## src/rtl/cmp_search_ctrl_pkg.sv

```systemverilog
// Shared types for the comparator search controller.
//   state_e      : controller FSM states
//   flag_e       : decoded comparator verdict for the current guess
//   decode_flags : maps the raw A_gt_B / A_lt_B / A_eq_B flags to a verdict;
//                  anything other than exactly one flag set is BAD.
package cmp_search_ctrl_pkg;

  typedef enum logic [1:0] {
    ST_IDLE,
    ST_PROBE,
    ST_DONE
  } state_e;

  typedef enum logic [1:0] {
    FLG_EQ,
    FLG_GT,
    FLG_LT,
    FLG_BAD
  } flag_e;

  function automatic flag_e decode_flags(input logic gt, input logic lt, input logic eq);
    flag_e f;
    case ({gt, lt, eq})
      3'b100:  f = FLG_GT;
      3'b010:  f = FLG_LT;
      3'b001:  f = FLG_EQ;
      default: f = FLG_BAD;
    endcase
    return f;
  endfunction

endpackage

```

## src/rtl/cmp_search_ctrl.sv

```systemverilog
// Binary-search controller wrapped around an external combinational
// magnitude comparator. It drives the comparator's B operand (guess) and
// narrows [lo, hi] from the comparator flags until A is matched.
//
// Ports:
//   clk, rst        rising-edge clock, asynchronous active-high reset
//   start           begin a search (only looked at in IDLE)
//   cmp_gt/lt/eq    comparator flags for the guess driven last cycle
//   guess           registered B operand
//   busy            high while probing
//   done            one-cycle pulse when a search ends
//   found, err      outcome of the last search, held until next start
//   result          matched value when found, else 0
//   probes          probes evaluated in the last or current search
module cmp_search_ctrl
  import cmp_search_ctrl_pkg::*;
#(
  parameter int WIDTH = 4,
  localparam int CW   = $clog2(WIDTH + 2)
) (
  input  logic             clk,
  input  logic             rst,
  input  logic             start,
  input  logic             cmp_gt,
  input  logic             cmp_lt,
  input  logic             cmp_eq,
  output logic [WIDTH-1:0] guess,
  output logic             busy,
  output logic             done,
  output logic             found,
  output logic             err,
  output logic [WIDTH-1:0] result,
  output logic [CW-1:0]    probes
);

  localparam logic [WIDTH:0]   HI_INIT = {1'b0, {WIDTH{1'b1}}};
  localparam logic [WIDTH:0]   ONE_W1  = {{WIDTH{1'b0}}, 1'b1};
  localparam logic [WIDTH-1:0] G_MAX   = {WIDTH{1'b1}};
  localparam logic [WIDTH-1:0] G_MIN   = '0;
  localparam logic [CW-1:0]    ONE_CW  = {{(CW-1){1'b0}}, 1'b1};

  // Midpoint of two WIDTH+1-bit bounds; the sum needs one extra bit.
  function automatic logic [WIDTH-1:0] midpoint(input logic [WIDTH:0] a, input logic [WIDTH:0] b);
    logic [WIDTH+1:0] s;
    s = {1'b0, a} + {1'b0, b};
    return s[WIDTH:1];
  endfunction

  state_e           state, state_n;
  logic [WIDTH:0]   lo, lo_n, hi, hi_n;
  logic [WIDTH-1:0] guess_n, result_n;
  logic [CW-1:0]    probes_n;
  logic             found_n, err_n;

  // NOTE: every signal gets its hold value first so no path leaves one
  // unassigned; without these defaults the block would infer latches.
  always_comb begin
    state_n  = state;
    lo_n     = lo;
    hi_n     = hi;
    guess_n  = guess;
    result_n = result;
    probes_n = probes;
    found_n  = found;
    err_n    = err;
    case (state)
      ST_IDLE: begin
        if (start) begin
          state_n  = ST_PROBE;
          lo_n     = '0;
          hi_n     = HI_INIT;
          guess_n  = midpoint('0, HI_INIT);
          probes_n = '0;
          found_n  = 1'b0;
          err_n    = 1'b0;
          result_n = '0;
        end
      end
      ST_PROBE: begin
        probes_n = probes + ONE_CW;
        case (decode_flags(cmp_gt, cmp_lt, cmp_eq))
          FLG_BAD: begin
            state_n = ST_DONE;
            err_n   = 1'b1;
            found_n = 1'b0;
          end
          FLG_EQ: begin
            state_n  = ST_DONE;
            result_n = guess;
            found_n  = 1'b1;
          end
          FLG_GT: begin
            if (guess == G_MAX) begin
              state_n = ST_DONE;
            end else begin
              lo_n    = {1'b0, guess} + ONE_W1;
              guess_n = midpoint(lo_n, hi);
              // Only reachable with inconsistent (but one-hot) flags.
              if (lo_n > hi) state_n = ST_DONE;
            end
          end
          FLG_LT: begin
            if (guess == G_MIN) begin
              state_n = ST_DONE;
            end else begin
              hi_n    = {1'b0, guess} - ONE_W1;
              guess_n = midpoint(lo, hi_n);
              if (lo > hi_n) state_n = ST_DONE;
            end
          end
          default: state_n = ST_DONE;
        endcase
      end
      ST_DONE: state_n = ST_IDLE;
      default: state_n = ST_IDLE;
    endcase
  end

  // NOTE: state registers use non-blocking assignments so every register
  // samples the pre-edge values computed above, independent of order.
  always_ff @(posedge clk or posedge rst) begin
    if (rst) begin
      state  <= ST_IDLE;
      lo     <= '0;
      hi     <= HI_INIT;
      guess  <= '0;
      result <= '0;
      probes <= '0;
      found  <= 1'b0;
      err    <= 1'b0;
    end else begin
      state  <= state_n;
      lo     <= lo_n;
      hi     <= hi_n;
      guess  <= guess_n;
      result <= result_n;
      probes <= probes_n;
      found  <= found_n;
      err    <= err_n;
    end
  end

  // Decoded straight from the state register, so both drop with reset.
  assign busy = (state == ST_PROBE);
  assign done = (state == ST_DONE);

endmodule

```

## config.mk

```make
export PLATFORM = sky130hd
export DESIGN_NAME = cmp_search_ctrl
export DESIGN_NICKNAME = d
export VERILOG_FILES = /design/src/rtl/cmp_search_ctrl_pkg.sv /design/src/rtl/cmp_search_ctrl.sv
export SDC_FILE = /design/constraint.sdc
export NUM_CORES = 1
export LEC_CHECK = 0
export BUFFER_PORTS_ARGS = -buffer_cell sky130_fd_sc_hd__buf_4
export CORE_MARGIN = 2
export CORE_UTILIZATION = 52
export DETAILED_ROUTE_END_ITERATION = 8
export PLACE_DENSITY_LB_ADDON = 0.12
export SYNTH_ARGS = -nofsm -noshare
export SYNTH_HDL_FRONTEND = slang
export SYNTH_SLANG_ARGS = --single-unit
```

## constraint.sdc

```tcl
create_clock -name clk -period 2.2 [get_ports clk]
set_input_delay 0.44 -clock clk [delete_from_list [all_inputs] [get_ports clk]]
set_output_delay 0.44 -clock clk [all_outputs]
set_load 0.03 [all_outputs]
```

==> impl_metrics.toml, run 1 <==
[outcome]
status = "complete, but fails checks"
violations = "negative setup slack"

[clock_tree]
cts_sinks = 25
cts_tree = "yes"
cts.reportedPaths.clkPinSlew_ns = 0.16
clk_path_buf_depth = 2
root_buffer = "clkbuf_4"
clkLatencyLatePin_ns = 0.34
numCtsBuffers = 3
cts_htree_levels = 1

[critical_path]
endpoint_kind = "flop"
crit_fanout = 6
cp.required_ns = 2.43
crit_type = "reg -> reg"
cp.arrival_ns = 2.44
reg2reg_from = "guess[0]$_DFFE_PP0P_"
worstSetupStartpointType = "flop"
timing.rr.end = "state[0]$_DFFE_PP0P_"
rr_worst_depth = 9
reg2reg_slack_ns = -0.01

[cells_and_area]
diodes = 0
drive_gt1_share_pct = 33.62
nets = 258
syn2layout_area_growth_pct = 27.54
finish.instance_area_sq_um = 2260
multi_input_area_sq_um = 1131
fillers = 285
seq_area_sq_um = 633.1
instances_no_fill = 275

[yosys]
ys_ff_latch = 25
muxShareOfSynthArea_pct = 1.130
yosys.area_share.simple_pct = 17.87
synth_ff_type = "dfrtp_1"
synth_compound_area_share_pct = 17.44
synth-xor-area-share_pct = 5.438
synthAdderAreaFrac_pct = 16.38
synth_top_family_by_area = "simple AND/OR/NAND/NOR gates"
synth_async_sr_flop_share_pct = 100.0
synth.net_count = 212
synthDistinctLibCells = 42
synth_area_sq_um = 1772
synth-edff-count = 0
yosysWarnings = 0
synthCells = 184
ys_seq_area_share_pct = 35.59
syn_area_per_cell_sq_um = 9.629

[placed_design]
globalplace.congestion = 0.9795
place_worst_setup_slack_ns = -0.1127
dp_hpwl_microns = 3424
placed_cells = 263
io_buffers = 20
dpl_cell_area_sq_um = 2101

[routing]
wl_microns = 4394
first_pass_iters = 4
viasPerCell = 5.480
drt_iter0_drc = 58
vias = 1507
wl_per_cell_microns = 15.98
drc_errors = 0
drtAntennaViolNets = 0

[sta]
grt_setup_unrepaired = "yes"
setup_violations = 1
fmax_mhz = 451.7
finClkSkew_ns = 0.01303
finalCritPeriodShare_pct = 100.6
slew_violations = 0
max_slew_margin_pct = 45.41
period_minus_slack_ns = 2.214
finalHoldViolations = 0
fin_ws_ns = -0.01372
holdWs_ns = 0.2298
worst_pin_slew_ns = 0.8179

[power]
power_leakage_nw = 1.096
p_per_area_nw_per_um2 = 1556
max-vdd-ir-drop_mv = 0.6971
total_power_w = 0.003517

[grt]
antenna_found_initial = 0
grt_pass1_wl_microns = 7231
first_global_vias = 1529
grt_start_max_net_pins = 22
track_usage_pct = 23.26
overflow = 0

[floorplanning]
die_height_microns = 62.37
io_pins = 21
core-area_sq_um = 3311
initial_utilization_pct = 53.51
rows = 21
die_area_sq_um = 3890
die_w_microns = 62.37

[min_path]
hold_class = "in -> async"

[flow_run]
cap_violations = 0
==> cells in the final DEF, fill, tap and decap left out, types with 2 or more instances in the layout <==
cell / netlist / layout
a21o_1: 2 / 2
dfstp_2: 4 / 4
o22a_1: 2 / 2
xnor2_1: 3 / 3
nor2b_1: 6 / 6
xor2_1: 8 / 7
mux2i_1: 2 / 2
dfrtp_2: 0 / 2
ha_4: 0 / 3
nand2_1: 20 / 20
ha_1: 20 / 17
o21ai_0: 9 / 8
a31oi_1: 3 / 3
nor3_1: 4 / 4
nand3_1: 4 / 4
a22o_1: 2 / 2
and3_1: 3 / 3
nor2_1: 9 / 9
clkbuf_4: 0 / 3
o211ai_1: 2 / 2
inv_1: 14 / 12
buf_4: 1 / 47
o31ai_1: 2 / 2
a21oi_1: 11 / 10
dfrtp_1: 21 / 19
nand2b_1: 6 / 6
o21bai_1: 2 / 2
==> final cells by class <==
cell class / instances / area share, %
clock buffers: 3 / 0.9967
inverters: 14 / 2.436
clock inverters: 1 / 0.3322
well taps: 46 / 2.547
repair buffers: 47 / 15.61
multi-input cells: 139 / 50.06
flip-flops and latches: 25 / 28.02
==> synth_stat cells, types with 2 or more instances <==
cell | n | share of area [%]
nand2_1 | 20 | 4.2
mux2i_1 | 2 | 1.1
o211ai_1 | 2 | 0.85
dfrtp_1 | 21 | 30
and3_1 | 3 | 1.1
nor3_1 | 4 | 1.1
o31ai_1 | 2 | 0.85
fa_1 | 2 | 2.3
o21ai_0 | 9 | 2.5
nor2b_1 | 6 | 2.1
or3b_1 | 2 | 0.99
a31oi_1 | 3 | 1.1
nor2_1 | 9 | 1.9
dfstp_2 | 4 | 5.9
a21oi_1 | 11 | 3.1
xor2_1 | 8 | 4.0
o22a_1 | 2 | 0.99
nand3_1 | 4 | 1.1
o21bai_1 | 2 | 0.85
ha_1 | 20 | 14
a2111oi_2 | 2 | 1.7
xnor2_1 | 3 | 1.5
a22o_1 | 2 | 0.99
inv_1 | 14 | 3.0
nand2b_1 | 6 | 2.1
buf_6 | 4 | 2.5
a21o_1 | 2 | 0.85
==> registers in the layout, summed over array words and instances, names as in the netlist <==
register / cells
state: 2
err: 1
guess: 4
hi: 5
lo: 5
probes: 3
result: 4
found: 1
==> critical path: stages (launching register included) <==
cell and delay (ns):
dfrtp_2 0.49, inv_4 0.09, ha_4 0.16, or3b_4 0.42, ha_4 0.31, nor3b_4 0.21
o21ai_2 0.08, o211ai_1 0.08, a21o_1 0.18, o211ai_1 0.09
==> repair_timing <==
item,4_1_cts,5_1_grt
setup buffers,1,7
hold buffers,0,0
pin swaps,1,6
gates resized for setup,6,7
endpoints found under the setup margin,5,6
==> layer usage <==
layer / share of wire (%) / global-route usage, % / up-vias
li1: - / - / 727
met1: 44 / 30.28 / 734
met2: 51 / 41.30 / 37
met3: 3.8 / 3.784 / 9
met4: 1.2 / 4.444 / 0
met5: 0 / 0 / -
==> power breakdown <==
group	switching, W	leakage [nW]	internal [W]
clock	0.000162	0.0139	0.0000698
sequential	0.000145	0.312	0.000607
combinational	0.00138	0.770	0.00116
total	0.00168	1.10	0.00183
==> cells by family after synthesis <==
| kind of cell | after synthesis |
|---|---|
| multiplexers | 2 |
| AO/OA/AOI/OAI | 44 |
| adder cells (fa/ha/maj) | 22 |
| XOR/XNOR | 11 |
| AND/OR/NAND/NOR | 60 |
| flip-flops | 25 |
| buffers and inverters | 20 |
==> worst max path at each step <==
| stage | from | to | cells after the start |
|---|---|---|---|
| 5_1_grt | guess[0]$_DFFE_PP0P_ | state[0]$_DFFE_PP0P_ | 9 |
| 3_5_place_dp | guess[1]$_DFFE_PP0P_ | guess[3]$_DFFE_PP0P_ | 9 |
| 6_report | guess[0]$_DFFE_PP0P_ | state[0]$_DFFE_PP0P_ | 9 |
| 3_3_place_gp | guess[1]$_DFFE_PP0P_ | guess[3]$_DFFE_PP0P_ | 9 |
| 4_1_cts | guess[0]$_DFFE_PP0P_ | state[0]$_DFFE_PP0P_ | 9 |
| 2_1_floorplan | guess[0]$_DFFE_PP0P_ | guess[3]$_DFFE_PP0P_ | 9 |
==> through the flow <==
stage | utilization (%) | setup TNS, ns
finish | 68.25 | -0.01372
global route | 68.25 | -0.3763
CTS | 65.08 | 0
detailed placement | 63.45 | -0.2622
global placement | 63.45 | -0.1123
floorplan | - | -0.03603
No activity file was read; power rests on OpenSTA's default activity.
==> run 2, diff against run 1 <==
- MAX_ROUTING_LAYER: default -> met4
==> impl_metrics.toml, run 2 (synthesis results as in run 1) <==
[outcome]
status = "complete, no violations"

[critical_path]
cp_num_buf_inv = 1
slowest_stage = "dfrtp_2"
cp.arrival_ns = 2.39
endpoint_kind = "flop"
crit_fanout = 4
crit_type = "reg -> reg"
critical-path-max-stage-delay_ns = 0.47
cpLargestDelayFamily = "simple AND/OR/NAND/NOR gates"
path_cells = "inv_4 -> ha_4 -> or3b_4 -> ha_4 -> nor3b_4 -> o21ai_1 -> o211ai_1 -> a21o_1 -> o211ai_1"
worstSetupStartpointType = "flop"
cp.required_ns = 2.43

[sta]
max_slew_margin_pct = 45.04
setup_violations = 0
slew_violations = 0
holdWs_ns = 0.2326
period_minus_slack_ns = 2.159
finalHoldViolations = 0
grt_setup_unrepaired = "yes"
worst_pin_slew_ns = 0.8236
fmax_mhz = 463.2
finClkSkew_ns = 0.003143
finalCritPeriodShare_pct = 98.14

[cells_and_area]
syn2layout_area_growth_pct = 32.13
mostFrequentLayoutCells = "48 x buf_4, 20 x nand2_1, 18 x dfrtp_1"
instances_no_fill = 276
diodes = 0
nets = 259
drive_gt1_share_pct = 38.70
top_regs = "hi (5), lo (5)"
mostFrequentLayoutCell = "buf_4"

[floorplanning]
initial_utilization_pct = 53.51
io_pins = 21
rows = 21
die_w_microns = 62.37
die_height_microns = 62.37
core-area_sq_um = 3311
die_area_sq_um = 3890

[grt]
grt_start_max_net_pins = 22
first_global_vias = 1552
grt_pass1_wl_microns = 7458
antenna_found_initial = 0
overflow = 0
track_usage_pct = 25.12

[placed_design]
dp_hpwl_microns = 3364
io_buffers = 20
globalplace.congestion = 0.9887
placed_cells = 264

[power]
p_per_area_nw_per_um2 = 1621
power_leakage_nw = 1.116
total_power_w = 0.003795
max-vdd-ir-drop_mv = 0.6872

[flow_run]
cap_violations = 0

[routing]
viasPerCell = 5.547
drt_iter0_drc = 93
drtAntennaViolNets = 0
wl_microns = 4680
first_pass_iters = 6
vias = 1531
wl_per_cell_microns = 16.96
drc_errors = 0

[clock_tree]
clkLatencyLatePin_ns = 0.35
root_buffer = "clkbuf_4"
cts_tree = "yes"
clk_path_buf_depth = 2
cts_htree_levels = 1
holdBufCountCts = 0
cts_sinks = 25
numCtsBuffers = 3
cts.reportedPaths.clkPinSlew_ns = 0.15

[min_path]
hold_class = "in -> async"
run 2: stage by stage:
stage | area [sq um] | utilization (%) | TNS (ns) | worst slack (ns)
final | 2341 | 70.71 | 0 | 0.04087
after global routing | 2341 | 70.71 | -0.1603 | -0.07041
after CTS | 2166 | 65.42 | -0.01093 | -0.01093
after detailed placement | 2108 | 63.68 | -0.2733 | -0.1354
after global placement | 2108 | 63.68 | -0.1073 | -0.05124
after floorplan | 1807 | - | -0.03603 | -0.03603
run 2: final timing paths:
path / from / endpoint / slack (ns) / cells past startpoint
max: guess[0]$_DFFE_PP0P_ / state[0]$_DFFE_PP0P_ / 0.04 / 9
min: rst / found$_DFFE_PP0P_ / 0.23 / 2
max reg2reg: guess[0]$_DFFE_PP0P_ / state[0]$_DFFE_PP0P_ / 0.04 / 9
min reg2reg: probes[2]$_DFFE_PP0P_ / probes[2]$_DFFE_PP0P_ / 0.52 / 1
max in group asynchronous: rst / probes[2]$_DFFE_PP0P_ / 1.39 / 3
min in group clk: cmp_lt / found$_DFFE_PP0P_ / 0.32 / 2
run 2: repair_timing:
item,in CTS,in global routing
pin swaps,1,11
gates resized for setup,3,22
setup endpoints to repair,5,5
endpoints found under the hold margin,0,0
setup buffers,2,6
run 2: power breakdown:
part | internal, W | switching (W) | total [W]
clock | 0.0000701 | 0.000165 | 0.000235
sequential | 0.000608 | 0.000148 | 0.000757
combinational | 0.00131 | 0.00150 | 0.00280
total | 0.00199 | 0.00181 | 0.00380
run 2: routing by layer:
metal  GRT usage [%]  share of wire [%]  wire length (microns)  vias up
met2           41.58                 48                   2243       57
met5               -                  0                      0        -
met1           31.65                 43                   2018      727
met3           3.604                5.3                    247       19
li1                -                  -                      -      728
met4           9.167                3.7                    172        0
run 2: area by class of cell:
cell class	count	area, sq um
inverter	14	55.05
timing repair buffer	48	360.3
clock inverter	1	7.507
fill	269	969.7
clock buffer	3	22.52
tap	46	57.56
multi-input combinational	139	1204
sequential	25	634.4
run 2: worst register-to-register path, cell delays in order, from the launching register on:
cell	delay, ns
dfrtp_2	0.47
inv_4	0.08
ha_4	0.15
or3b_4	0.42
ha_4	0.30
nor3b_4	0.19
o21ai_1	0.09
o211ai_1	0.08
a21o_1	0.18
o211ai_1	0.09
